### src/rtl/out_uart_tx.sv
// rtl/out_uart_tx.sv - FIFO-buffered UART transmitter for 16-bit core output words, high byte first
// Optional even parity bit after data bit 7: define OUT_UART_TX_PARITY_EN.
module out_uart_tx #(
    parameter int DEPTH        = 16,
    parameter int CLKS_PER_BIT = 434
) (
    input  logic        clk,
    input  logic        reset,
    input  logic        out_en,
    input  logic [15:0] out_dat,
    input  logic        is_halt,
    output logic        tx,
    output logic        busy,
    output logic        full,
    output logic        overflow,
    output logic        drained
);
    localparam int AW = $clog2(DEPTH);
    localparam int TW = $clog2(CLKS_PER_BIT);
    localparam logic [AW:0]   DEPTH_C    = (AW+1)'(DEPTH);
    localparam logic [TW-1:0] TIMER_LAST = TW'(CLKS_PER_BIT - 1);

    typedef enum logic [2:0] {
        IDLE,
        START,
        DATA,
`ifdef OUT_UART_TX_PARITY_EN
        PARITY,
`endif
        STOP
    } state_t;

    logic [15:0]   mem [DEPTH];
    logic [AW-1:0] wr_ptr, rd_ptr;
    logic [AW:0]   count, count_next;
    logic          push, pop;

    state_t        state, state_next;
    logic [TW-1:0] timer, timer_next;
    logic [2:0]    bit_idx, bit_idx_next;
    logic          sel_hi, sel_hi_next;
    logic [15:0]   word, word_next;
    logic [7:0]    cur_byte;
    logic          bit_end, tx_next, halt_seen, halt_next;

    always_comb begin
        state_next   = state;
        bit_idx_next = bit_idx;
        sel_hi_next  = sel_hi;
        word_next    = word;
        pop          = 1'b0;
        bit_end      = (timer == TIMER_LAST);
        timer_next   = bit_end ? '0 : timer + TW'(1);
        case (state)
            IDLE: begin
                timer_next = '0;
                if (count != '0) begin
                    pop         = 1'b1;
                    word_next   = mem[rd_ptr];
                    sel_hi_next = 1'b1;
                    state_next  = START;
                end
            end
            START: begin
                if (bit_end) begin
                    state_next   = DATA;
                    bit_idx_next = '0;
                end
            end
            DATA: begin
                if (bit_end) begin
                    if (bit_idx == 3'd7) begin
`ifdef OUT_UART_TX_PARITY_EN
                        state_next = PARITY;
`else
                        state_next = STOP;
`endif
                    end else begin
                        bit_idx_next = bit_idx + 3'd1;
                    end
                end
            end
`ifdef OUT_UART_TX_PARITY_EN
            PARITY: begin
                if (bit_end) state_next = STOP;
            end
`endif
            STOP: begin
                if (bit_end) begin
                    if (sel_hi) begin
                        sel_hi_next = 1'b0;
                        state_next  = START;
                    end else if (count != '0) begin
                        // Chain straight into the next word so back-to-back words have no idle gap
                        pop         = 1'b1;
                        word_next   = mem[rd_ptr];
                        sel_hi_next = 1'b1;
                        state_next  = START;
                    end else begin
                        state_next = IDLE;
                    end
                end
            end
            default: state_next = IDLE;
        endcase

        push = out_en && ((count != DEPTH_C) || pop);
        case ({push, pop})
            2'b10:   count_next = count + (AW+1)'(1);
            2'b01:   count_next = count - (AW+1)'(1);
            default: count_next = count;
        endcase

        // tx is driven from the post-edge state so the line is a plain register
        cur_byte = sel_hi_next ? word_next[15:8] : word_next[7:0];
        case (state_next)
            START:   tx_next = 1'b0;
            DATA:    tx_next = cur_byte[bit_idx_next];
`ifdef OUT_UART_TX_PARITY_EN
            PARITY:  tx_next = ^cur_byte;
`endif
            default: tx_next = 1'b1;
        endcase
        halt_next = halt_seen | is_halt;
    end

    always_ff @(posedge clk) begin
        if (!reset && push) mem[wr_ptr] <= out_dat;
    end

    always_ff @(posedge clk) begin
        if (reset) begin
            wr_ptr    <= '0;
            rd_ptr    <= '0;
            count     <= '0;
            state     <= IDLE;
            timer     <= '0;
            bit_idx   <= '0;
            sel_hi    <= 1'b0;
            word      <= '0;
            tx        <= 1'b1;
            busy      <= 1'b0;
            full      <= 1'b0;
            overflow  <= 1'b0;
            drained   <= 1'b0;
            halt_seen <= 1'b0;
        end else begin
            if (push) wr_ptr <= wr_ptr + AW'(1);
            if (pop)  rd_ptr <= rd_ptr + AW'(1);
            count     <= count_next;
            state     <= state_next;
            timer     <= timer_next;
            bit_idx   <= bit_idx_next;
            sel_hi    <= sel_hi_next;
            word      <= word_next;
            tx        <= tx_next;
            busy      <= (state_next != IDLE) || (count_next != '0);
            full      <= (count_next == DEPTH_C);
            overflow  <= overflow | (out_en & ~push);
            drained   <= halt_next && (count_next == '0) && (state_next == IDLE);
            halt_seen <= halt_next;
        end
    end
endmodule

### config.mk
export PLATFORM = sky130hd
export DESIGN_NAME = out_uart_tx
export DESIGN_NICKNAME = d
export VERILOG_FILES = /design/src/rtl/out_uart_tx.sv
export SDC_FILE = /design/constraint.sdc
export NUM_CORES = 1
export LEC_CHECK = 0
export BUFFER_PORTS_ARGS = -buffer_cell sky130_fd_sc_hd__buf_2
export CORE_UTILIZATION = 40
export DETAILED_ROUTE_END_ITERATION = 6
export GPL_TIMING_DRIVEN = 0
export PLACE_DENSITY_LB_ADDON = 0.25
export RECOVER_POWER = 50
export SETUP_SLACK_MARGIN = 0.05
export SLEW_MARGIN = 30
export SYNTH_ARGS = -nofsm -noshare
export SYNTH_HDL_FRONTEND = slang
export SYNTH_SLANG_ARGS = --single-unit
### constraint.sdc
create_clock -name clk -period 11.3 [get_ports clk]
set_input_delay 2.825 -clock clk [delete_from_list [all_inputs] [get_ports clk]]
set_output_delay 2.825 -clock clk [all_outputs]
set_load 0.005 [all_outputs]
; ---- Word-level counts from Yosys, hierarchy flattened
; Memory sizes are Yosys's and may differ from the RTL's. A register that Yosys moved wholly into a read port is not among the register bits.
; Cells that the tools add are included.
[word_totals]
regBits = 51
mem_bits_rw = 256
inputBits = 20
out_inout_bits = 5
word_cells = 83
memories = 1
[memory_table]
columns = name, depth, word_bits, rd, rd_clocked_by_memory_dff, wr, line
row1 = mem, 16, 16, 1, 1, 1, 33  ; logic [15:0] mem [DEPTH];
[op_classes]
add_sub_neg = 6
magnitude_cmp = 1
eq_ne = 11
muxes = 32
bitwise_logic = 4
n_reduce_logical = 14
[ops]
columns = op, n
row1 = $mux 16, 3
row2 = $pmux 16 s2, 1
row3 = $mux 3, 8
row4 = $pmux 3 s4, 1
row5 = $mux 1, 10
row6 = $pmux 5 s2, 1
row7 = $reduce_bool 5->1, 2
row8 = $add 9x1->9 const B, 1
row9 = $eq 3x2->1 const B, 3
row10 = $eq 9x9->1 const B, 1
row11 = $add 4x1->4 const B, 2
row12 = $mux 4, 2
row13 = $mux 8, 1
row14 = $eq 3x1->1 const B, 2
row15 = $logic_not 3->1, 2
row16 = $pmux 1 s2, 3
row17 = $pmux 3 s2, 1
row18 = $add 5x1->5 const B, 1
row19 = $eq 5x5->1 const B, 1
row20 = $logic_not 5->1, 1
row21 = $ne 5x5->1 const B, 1
row22 = $sub 5x1->5 const B, 1
row23 = $logic_and 1x1->1, 4
row24 = $lt 3x4->1 const B, 1
row25 = 12 further kinds, 14

; ---- Depth between registers and ports, before layout
; Gate-level depths: netlist of run 1.
[depth]
ltp_word = 12
ltp_mapped = 16
mapped_depth_nobuf = 14

; ---- Least setup slack after synthesis of run 1
; Ideal clock, no wire load.
[synth_path]
kind = input port to flip-flop
startpoint = input port out_en
endpoint = register busy
setup_time_ps = 115
arrival_ps = 4826
required_time_ps = 11185
path_slack_ps = 6359
path_stages = 9
path_buffers = 1
cell_sequence = clkbuf_1 > nor2_1 > fa_1 > a21o_1 > a21o_1 > or3_1 > a31oi_1 > nand3_1 > o21ba_2
[synth_via]
elab_chain_len = 5
elab_cells_between_ends = 6
cone_classes = 2 x eq/ne / 1 x mux / 3 x reduce/logical
[synth_rtl]
columns = element, line
row1 = from (decl), 9  ; input logic out_en,
row2 = $logic_and 1x1->1 *, 107  ; push = out_en && ((count != DEPTH_C) || pop);
row3 = $eq 2x1->1 or $eq 2x2->1 (tied branches), 108  ; case ({push, pop})
row4 = $pmux 5 s2 *, 108
row5 = $reduce_bool 5->1 *, 157  ; busy <= (state_next != IDLE) || (count_next != '0);
row6 = $logic_or 1x1->1 *, 157
row7 = to (signal assigned), 157
row8 = to (decl), 13  ; output logic busy,
; Mark *: on every way between the ends. The rest lies on a longest branch, timed or not.
; A chain may end at the register's enable or synchronous reset.

; ---- Worst setup path in the final report of run 1
[layout_path]
startpoint = input port out_en
endpoint = register drained
[layout_via]
elab_chain_len = 6
elab_cells_between_ends = 7
cone_classes = 2 x eq/ne / 1 x mux / 4 x reduce/logical
[layout_rtl]
columns = element, line
row1 = $logic_and 1x1->1 *, 107
row2 = $eq 2x1->1 or $eq 2x2->1 (tied branches), 108
row3 = $pmux 5 s2 *, 108
row4 = $logic_not 5->1 *, 160  ; drained <= halt_next && (count_next == '0) && (state_next == IDLE);
row5 = $logic_and 1x1->1 * (2 in series), 160
row6 = to (signal assigned), 160
row7 = to (decl), 16  ; output logic drained
; Marked as above.

==> results of run 1 <==
## worst min path at each step
| stage | startpoint | end | slack, ps | cells after the start |
|---|---|---|---|---|
| 6_report | halt_seen | halt_seen | 460 | 2 |
| 5_1_grt | word[4] | word[4] | 490 | 2 |
| 4_1_cts | word[6] | word[6] | 460 | 2 |
| 3_5_place_dp | halt_seen | halt_seen | 450 | 2 |
| 3_3_place_gp | halt_seen | halt_seen | 440 | 2 |
| 2_1_floorplan | halt_seen | halt_seen | 420 | 2 |
## worst max-delay path: cells and delay by family
kind,cells,cell delay [ps]
compound gates,3,680
fa+ha+maj,1,450
buf+inv,1,260
simple gates,4,900
## placed cells by master, fill, tap and decap left out, types with 5 or more instances in the layout
cell	synthesis	final
a21oi_1	25	25
a22oi_1	10	10
buf_16	0	12
buf_2	8	15
clkbuf_1	18	49
clkbuf_16	0	31
clkinv_2	0	5
dfxtp_1	55	55
edfxtp_1	256	256
ha_1	11	11
inv_1	8	8
mux4_2	75	75
nand2_1	55	55
nand3_1	8	8
nand4_1	6	6
nor2_1	68	52
nor2_4	0	16
xnor2_1	10	10
xor2_1	7	7
## power by group through the flow
stage          Sequential [mW]  Combinational [mW]  Clock [mW]
6_report                  1.28               0.231       0.981
5_1_grt                   1.28               0.253        1.05
4_1_cts                   1.28               0.234        1.00
3_5_place_dp              1.30               0.233           0
3_3_place_gp              1.30               0.218           0
2_1_floorplan             1.30               0.160           0
## cells by family (layout without fill, tap and decap cells)
kind of cell | after synthesis | in the layout | share of synthesized area (%)
compound gates | 74 | 74 | 4.223
xor+xnor | 17 | 17 | 1.211
fa+ha+maj | 12 | 12 | 1.282
buf+inv | 41 | 136 | 1.486
flops | 311 | 311 | 71.48
mux | 79 | 79 | 14.07
other cells | 1 | 1 | 0.03050
simple gates | 169 | 169 | 6.218
## metal layers
metal | global-route usage, % | wire, um
met1 | 24.90 | 12150
met4 | 5.271 | 739
met3 | 2.464 | 1270
met2 | 30.16 | 13400
met5 | 0 | 0
## state kept, by name (all words and copies together) (netlist names), named ones only
| name | count |
|---|---|
| halt_seen | 1 |
| sel_hi | 1 |
| tx | 1 |
| full | 1 |
| wr_ptr | 4 |
| word | 16 |
| bit_idx | 3 |
| rd_ptr | 4 |
| busy | 1 |
| drained | 1 |
| timer | 9 |
| mem | 256 |
| state | 3 |
| overflow | 1 |
| count | 5 |
## final cells by class
type,instances,share of cell area (%)
multi-input cells,352,24.02
clock inverters,9,0.7851
repair buffers,39,3.376
flip-flops and latches,311,61.28
inverters,8,0.2094
well taps,390,3.402
clock buffers,47,5.915
plain buffers,33,1.021
## cell usage after synthesis, drive strengths merged (2+ instances only)
cell | n | area [um2]
nand2b | 2 | 12.51
dfxtp | 55 | 1101
nor3 | 4 | 20.02
inv | 8 | 30.03
a21o | 3 | 22.52
o21ai | 5 | 28.78
xor2 | 7 | 61.31
nor4 | 2 | 12.51
nand3 | 8 | 40.04
or3 | 3 | 18.77
ha | 11 | 137.6
buf | 15 | 85.08
a221oi | 2 | 17.52
mux4 | 75 | 1689
a21boi | 2 | 15.01
and2 | 3 | 18.77
nand2 | 55 | 206.5
o21a | 2 | 15.01
a31oi | 4 | 25.02
and4 | 2 | 17.52
a211oi | 3 | 22.52
xnor2 | 10 | 87.58
nand4 | 6 | 37.54
nor2 | 68 | 255.2
a21oi | 26 | 141.4
or4 | 3 | 26.27
clkbuf | 18 | 67.56
a221o | 3 | 33.78
edfxtp | 256 | 7687
and3 | 2 | 13.77
nor2b | 4 | 25.02
o2111ai | 2 | 17.52
a22oi | 10 | 75.07
mux2i | 3 | 30.03
## through the flow
step | utilization [%] | setup WS, ps
2_1_floorplan | - | 6359
3_3_place_gp | 43.06 | 5393
3_5_place_dp | 44.77 | 6047
4_1_cts | 47.98 | 6649
5_1_grt | 47.88 | 6505
6_report | 47.88 | 6630
==> results.txt, run 1 <==
status - finished, final reports clean
# IOs - 25
Pwr per Cell Area - 173.6 mW/mm2
largest net degree at the start of global routing - 17
Die ar. - 0.03144 mm2
crit path kind - in2reg
multi-input logic area - 0.003445 mm2
max-cap check violation count - 0
Syn Nets - 736
max incr delay on CP - 450 ps
P_sw - 0.5626 mW
Wirelength per Cell - 23.18 um
worst rel slew slack - 43.50%
total power - 2.490 mW
Resized cells post-CTS - 0
Synth Register Bits - 311
TritonRoute pass-1 iters - 5
Gate power share - 9.3%
post-synthesis sequential area ratio - 71.48%
Fin Hold WS - 460.0 ps
final setup vio count - 0
CTS Buf Count - 31
nets@finish - 808
Switching Fraction - 22.59%
Setup Skew - 11.08 ps
Inst Count DP - 1133
Period Utilization, post-route - 41.33%
Antenna Nets Post-Route - 0
Syn Area/Cell - 17.47 um2
Sequential Power Share - 51.3%
Final Hold Violating Endpoints - 0
Post-CTS Hold Buffers - 0
Total GRT Usage - 18.13%
reg2reg end - drained
Post-CTS Setup Inserts - 0
Power Internal - 1.927 mW
detailed placer's ending HPWL - 17.91 mm
drt total wl - 27.56 mm
Die X - 177.3 um
vias in the first global route - 6749
synthesized instance count - 704
Setup TNS - 0 ps
CP endpoint kind - flip-flop
Design Area, Final - 0.01434 mm2
CTS Buffer Depth - 3
via count - 6562
FP Rows - 63
Worst setup SP type - input port
FF-to-FF path depth - 13
GR Overflow Total - 0
crit-path max FO - 8
core area - 0.02995 mm2
Worst Tran Pin Value - 847.4 ps
Final Wtd Congestion - 0.8037
Top FF cell, synth - edfxtp_1
CP endpoint - drained
synthesis-to-finish area growth - 16.65%
reg2reg start - count[0]
worst min-delay path category - reg2reg
clock root buffer - clkbuf_16
final non-filler cell total - 1189
maximum VDD drop - 117.8 uV
DRC Markers - 0
CTS tree - done
max frequency - 0.2141 GHz
fill count - 2482
H-Tree Depth - 1
Final min period - 4670 ps
Synth async-reset ratio - 0%
Slew Limit Fails - 0
CP startpoint - out_en
Inserted Diodes - 0
RSZ-0062 raised after global routing - false
Clock Sink Count - 311
Clock power frac - 39.4%
initial antenna violation count - 0
Post-synth EDFFs - 256
Ys Warns - 0
share of layout cells above drive strength 1 - 22.53%
CP max-delay cell - fa_1
leakage - 4.491 nW
FF/Latch Area - 0.008788 mm2
number of DRC markers in iteration 0 - 549
dpl cell area - 0.01341 mm2
Die H - 177.3 um
starting density of the core - 41.05%
clk_lat worst skew - 570 ps
synth unique cells - 63
Worst EP required - 11770 ps
most numerous cell on the critical path - a21o_1
CP arrival - 5140 ps
R2R setup slack - 7060 ps
via/cell ratio - 5.519
clock transition at the registers of the reported paths - 60 ps
Port Buf Inserts - 23
first-pass GRT wire length - 41.62 mm
crit-path cells - clkbuf_1 > nor2_1 > fa_1 > a21o_1 > a21o_1 > or3_1 > a31oi_1 > nand3_1 > nor4_1
Post-Syn Area - 0.01230 mm2
(Power assumes the default switching activity.)
==> run 2: changes to the inputs <==
- ABC_AREA: not set -> 1
- clock period: 11.3 -> 4.45 ns (I/O delays scaled with it)
==> run 2 against run 1 <==
- synthesized cell count rose by 73%
- largest power group unchanged
- die area up 5.0%
- power increased to 3.4 times the previous value
- critical path depth shrank 3
- sequential share of layout area decreased by 2.9 points
- highest routed layer unchanged
- routed wire length rose by 22%
- flip-flop and latch count did not move
- clock power grew to 2.8 times the previous value
- non-clock buffer count is 28 higher
- area after synthesis rose by 5.0%
- combinational power increased to 10 times the previous value
==> results.txt, run 2 <==
starting density of the core - 40.83% (was 41.05%)
Final Wtd Congestion - 0.8352 (was 0.8037)
Port Buf Inserts - 23 (unchanged)
reg2reg end - busy (was drained)
Worst Tran Pin Value - 793.8 ps (was 847.4 ps)
Setup Skew - 23.61 ps (was 11.08 ps)
Setup TNS - 0 ps (unchanged)
Worst setup SP type - input port (unchanged)
Top FF cell, synth - edfxtp_1 (unchanged)
clock transition at the registers of the reported paths - 60 ps (about the same)
RSZ-0062 raised after global routing - false (unchanged)
synthesized instance count - 1215 (was 704)
Post-synth EDFFs - 256 (unchanged)
synthesis-to-finish area growth - 16.57% (was 16.65%)
Slew Limit Fails - 0 (unchanged)
synth top area cells - edfxtp_1 (60%), dfxtp_1 (8.5%), nand2_1 (8.4%) (was edfxtp_1 (63%), mux4_2 (14%), dfxtp_1 (9.0%))
share of layout cells above drive strength 1 - 9.354% (was 22.53%)
crit-path max FO - 10 (was 8)
most frequent cells in the layout - nand2_1 (291), edfxtp_1 (256), nor2_1 (124) (was edfxtp_1 (256), mux4_2 (75), nand2_1 (55), dfxtp_1 (55), nor2_1 (52))
CP endpoint kind - flip-flop (unchanged)
largest net degree at the start of global routing - 17 (unchanged)
max frequency - 0.3412 GHz
FP Rows - 65 (was 63)
via/cell ratio - 5.261 (was 5.519)
share of the synthesized area in the top cell type - 59.52% (was 62.52%)
Period Utilization, post-route - 65.87%
first-pass GRT wire length - 51.38 mm (was 41.62 mm)
R2R setup slack - 1590 ps (was 7060 ps)
Clock Sink Count - 311 (unchanged)
worst min-delay path category - reg2reg (unchanged)
GR Overflow Total - 0 (unchanged)
final setup vio count - 0 (unchanged)
# IOs - 25 (unchanged)
Post-Syn Area - 0.01292 mm2 (was 0.01230 mm2)
CP startpoint - reset (was out_en)
core area - 0.03164 mm2 (was 0.02995 mm2)
Final Hold Violating Endpoints - 0 (unchanged)
Syn Nets - 1247 (was 736)
Post-CTS Setup Inserts - 0 (unchanged)
leakage - 5.621 nW (was 4.491 nW)
Largest register FFs - 256 (unchanged)
crit path kind - in2reg (unchanged)
via count - 9033 (was 6562)
drt total wl - 33.50 mm (was 27.56 mm)
Synth Register Bits - 311 (unchanged)
Post-Place Setup Slack - 971.8 ps (was 6047 ps)
synth unique cells - 45 (was 63)
CTS Buffer Depth - 3 (unchanged)
Antenna Nets Post-Route - 0 (unchanged)
Wirelength per Cell - 19.51 um (was 23.18 um)
Resized cells post-CTS - 0 (unchanged)
FF-to-FF path depth - 19 (was 13)
Biggest register - mem (unchanged)
nets@finish - 1322 (was 808)
number of DRC markers in iteration 0 - 784 (was 549)
detailed placer's ending HPWL - 21.91 mm (was 17.91 mm)
Pwr per Cell Area - 559.8 mW/mm2 (was 173.6 mW/mm2)
CP endpoint - mem[8][14] (was drained)
clock root buffer - clkbuf_16 (unchanged)
Die X - 181.7 um (was 177.3 um)
DRC Markers - 0 (unchanged)
Syn Area/Cell - 10.63 um2 (was 17.47 um2)
Inserted Diodes - 0 (unchanged)
min setup slack post-route - 1519 ps (was 6630 ps)
count leader, synth - nand2_1 (was edfxtp_1)
maximum VDD drop - 259.4 uV (was 117.8 uV)
clk_lat worst skew - 530 ps (was 570 ps)
area leader, netlist - edfxtp_1 (unchanged)
commonest non-fill, non-tap cell in the layout - nand2_1 (was edfxtp_1)
H-Tree Depth - 2 (was 1)
worst rel slew slack - 47.08% (was 43.50%)
Regs by FF count - mem (256), word (16), timer (9) (unchanged)
CP arrival - 3150 ps (was 5140 ps)
CTS tree - done (unchanged)
Total GRT Usage - 20.75% (was 18.13%)
Synth async-reset ratio - 0% (unchanged)
reg2reg start - timer[0] (was count[0])
post-synthesis sequential area ratio - 68.04% (was 71.48%)
Post-CTS Hold Buffers - 0 (unchanged)
Die ar. - 0.03301 mm2 (was 0.03144 mm2)
max-cap check violation count - 0 (unchanged)
status - finished, final reports clean (unchanged)
top post-synthesis cells by count - nand2_1 (288), edfxtp_1 (256), nor2_1 (139) (was edfxtp_1 (256), mux4_2 (75), nor2_1 (68))
CTS Buf Count - 34 (was 31)
initial antenna violation count - 0 (unchanged)
Fin Hold WS - 465.0 ps (was 460.0 ps)
TritonRoute pass-1 iters - 6 (was 5)
vias in the first global route - 8752 (was 6749)
Worst EP required - 4670 ps (was 11770 ps)
Final min period - 2931 ps
Die H - 181.7 um (was 177.3 um)
Ys Warns - 0 (unchanged)
run 2: changes by cell type in the layout (fill, tap and decap cells not counted), sizes merged, moves of 12 or more:
cell    delta
nand3     +93
inv       +92
o21ai     +97
clkinv    +12
o22ai     +16
clkbuf    +15
nand2    +239
nor2      +73
mux4      -75
o221ai    +15
run 2: final cells by class:
cell class | instances | area, um2
inverters | 101 | 381.6
well taps | 402 | 503.0
clock inverters | 19 | 188.9
flip-flops and latches | 311 | 8788
repair buffers | 39 | 460.4
plain buffers | 61 | 266.5
clock buffers | 42 | 890.9
multi-input cells | 742 | 3577
fillers | 2805 | 16580
run 2: worst min-delay path by stage:
stage | start | end | depth (start not counted)
2_1_floorplan | timer[0] | timer[0] | 1
3_3_place_gp | overflow | overflow | 1
3_5_place_dp | overflow | overflow | 1
4_1_cts | overflow | overflow | 1
5_1_grt | timer[0] | timer[0] | 1
6_report | overflow | overflow | 1
run 2: metrics by stage:
step	cell area [um2]	power (mW)	util (%)	cells
final	15060	8.429	47.59	1717
after global routing	15060	8.863	47.59	1717
after CTS	15100	8.475	47.73	1717
after detailed placement	14020	5.763	44.31	1656
after global placement	13530	5.713	42.78	1640
after floorplan	12920	4.974	-	1215
run 2: cell families after synthesis:
family	share of synthesized area, %
other	0.02903
buffers and inverters	5.037
AOI/OAI and AO/OA	7.314
xor gates and xnor gates	0.4650
adders and majority gates	1.221
DFF	68.04
and+or+nand+nor	17.89
run 2: where the power goes:
part	internal [mW]	total [mW]	switching, mW
Combinational	0.695	2.35	1.65
Clock	1.56	2.72	1.16
Sequential	3.29	3.36	0.0664
run 2: layer usage:
layer / vias to the layer above / part of all wire, % / wire length (um) / track usage, %
met4: 0 / 3.2 / 1075 / 7.424
met3: 64 / 5.9 / 1993 / 2.547
met2: 315 / 46 / 15300 / 33.48
met5: - / 0 / 0 / 0
met1: 4372 / 45 / 15130 / 28.91
li1: 4282 / - / - / -
run 2: worst max-delay path: stages:
cell and delay (ps):
clkbuf_1 210, inv_1 130, clkbuf_1 440, nand3_1 490, nor2_4 560, buf_16 210
==> run 3: changes to the inputs <==
- clock period: 4.45 -> 3 ns (I/O delays scaled with it)
==> run 3 against run 2 <==
- largest cell class unchanged
- highest routed layer unchanged
- critical endpoint is now word[2]
- clock power up 49%
- final area up 0.11%
- critical path depth up 4
==> results.txt, run 3 (synthesized netlist as in run 2, its figures left out) <==
TritonRoute pass-1 iters - 5 (was 6)
Worst EP required - 3450 ps (was 4670 ps)
Total GRT Usage - 20.75% (unchanged)
Final Wtd Congestion - 0.8352 (unchanged)
starting density of the core - 40.83% (unchanged)
FF-to-FF path depth - 10 (was 19)
share of layout cells above drive strength 1 - 9.658% (was 9.354%)
Worst Min Path Start - timer[0] (was overflow)
drt total wl - 33.49 mm (was 33.50 mm)
Die ar. - 0.03301 mm2 (unchanged)
Slew Limit Fails - 0 (unchanged)
Antenna Nets Post-Route - 0 (unchanged)
max frequency - 0.3582 GHz
synthesis-to-finish area growth - 16.70% (was 16.57%)
# IOs - 25 (unchanged)
Regs by FF count - mem (256), word (16), timer (9) (unchanged)
clock root buffer - clkbuf_16 (unchanged)
CTS Buf Count - 34 (unchanged)
Design Area, Final - 0.01507 mm2 (was 0.01506 mm2)
dpl cell area - 0.01402 mm2 (unchanged)
maximum VDD drop - 383.2 uV (was 259.4 uV)
Period Utilization, post-route - 93.05%
number of DRC markers in iteration 0 - 749 (was 784)
H-Tree Depth - 2 (unchanged)
Port Buf Inserts - 23 (unchanged)
clk_lat worst skew - 530 ps (about the same)
CP endpoint kind - flip-flop (unchanged)
RSZ-0062 raised after global routing - false (unchanged)
CP arrival - 3240 ps (was 3150 ps)
initial antenna violation count - 0 (unchanged)
crit path kind - reg2reg (was in2reg)
Post-CTS Hold Buffers - 0 (unchanged)
Die H - 181.7 um (unchanged)
GR peak layer - met2 (unchanged)
CTS Buffer Depth - 3 (unchanged)
nets@finish - 1322 (unchanged)
Final Util - 47.64% (was 47.59%)
Setup Skew - 22.70 ps (was 23.61 ps)
commonest non-fill, non-tap cell in the layout - nand2_1 (unchanged)
vias in the first global route - 8752 (unchanged)
Largest register FFs - 256 (unchanged)
DRC Markers - 0 (unchanged)
clock transition at the registers of the reported paths - 60 ps (about the same)
Post-Place Setup Slack - -115.7 ps (was 971.8 ps)
leakage - 5.610 nW (was 5.621 nW)
GR Util met1 - 28.91% (unchanged)
final setup vio count - 0 (unchanged)
hold path cells - 1 (unchanged)
M3 GR Usage - 2.547% (unchanged)
largest net degree at the start of global routing - 17 (unchanged)
Die X - 181.7 um (unchanged)
Inserted Diodes - 0 (unchanged)
Final min period - 2791 ps
core area - 0.03164 mm2 (unchanged)
first-pass GRT wire length - 51.38 mm (unchanged)
Biggest register - mem (unchanged)
max-cap check violation count - 0 (unchanged)
Final Hold Violating Endpoints - 0 (unchanged)
status - finished, final reports clean (unchanged)
crit-path max FO - 10 (unchanged)
FP Rows - 65 (unchanged)
Setup TNS - 0 ps (unchanged)
Pwr per Cell Area - 831.4 mW/mm2 (was 559.8 mW/mm2)
via/cell ratio - 5.269 (was 5.261)
Worst setup SP type - flip-flop (was input port)
Wirelength per Cell - 19.50 um (was 19.51 um)
worst min-delay path category - reg2reg (unchanged)
GR Overflow Total - 0 (unchanged)
worst rel slew slack - 47.15% (was 47.08%)
Clock Sink Count - 311 (unchanged)
detailed placer's ending HPWL - 21.91 mm (unchanged)
via count - 9047 (was 9033)
min setup slack post-route - 208.5 ps (was 1519 ps)
Worst Tran Pin Value - 792.7 ps (was 793.8 ps)
M2 GR Usage - 33.48% (unchanged)
CTS tree - done (unchanged)
Post-CTS Setup Inserts - 0 (unchanged)
most frequent cells in the layout - nand2_1 (290), edfxtp_1 (256), nor2_1 (123) (was nand2_1 (291), edfxtp_1 (256), nor2_1 (124))
==> run 3: worst paths after layout <==
check | to | slack (ps)
max | word[2] | 210
max reg2reg | word[2] | 210
min reg2reg | timer[0] | 470
min | timer[0] | 470
==> run 3: power breakdown <==
| part | internal [mW] | switching, mW | total [mW] |
|---|---|---|---|
| Clock | 2.31 | 1.73 | 4.04 |
| Sequential | 4.89 | 0.0981 | 4.99 |
| Combinational | 1.04 | 2.46 | 3.50 |
==> run 3: cell type report <==
cell class | count | area [um2]
Sequential cell | 311 | 8788
Timing Repair Buffer | 39 | 459.2
Inverter | 101 | 380.4
Fill cell | 2800 | 16560
Multi-Input combinational cell | 742 | 3596
Buffer | 61 | 266.5
Clock buffer | 42 | 890.9
Tap cell | 402 | 503.0
Clock inverter | 19 | 188.9
==> run 3: routing by layer <==
metal,routed length [um],vias to the layer above
li1,-,4288
met1,14930,4375
met2,15320,315
met3,2170,69
met4,1061,0
met5,0,-
==> run 3: worst max-delay path, stage by stage, from the launching register on <==
cell and delay [ps]:
dfxtp_1 310, buf_2 260, buf_4 240, buf_2 270, clkbuf_1 510, o21ai_0 230
o221ai_1 290, o21ai_1 130, nand2_1 90, nand3_1 160, a21oi_1 210
==> run 3: metrics by stage <==
step	hold slack (ps)	std cells	total power, mW
floorplan	433.4	1215	7.377
global placement	445.1	1640	8.474
detailed placement	453.8	1656	8.548
CTS	468.8	1717	12.57
global route	482.3	1717	13.17
finish	468.9	1717	12.53
==> run 3: repair_timing <==
item / 4_1_cts / 5_1_grt
endpoints found under the hold margin: 0 / 0
endpoints found under the setup margin: 0 / 2
resized for setup: 0 / 3
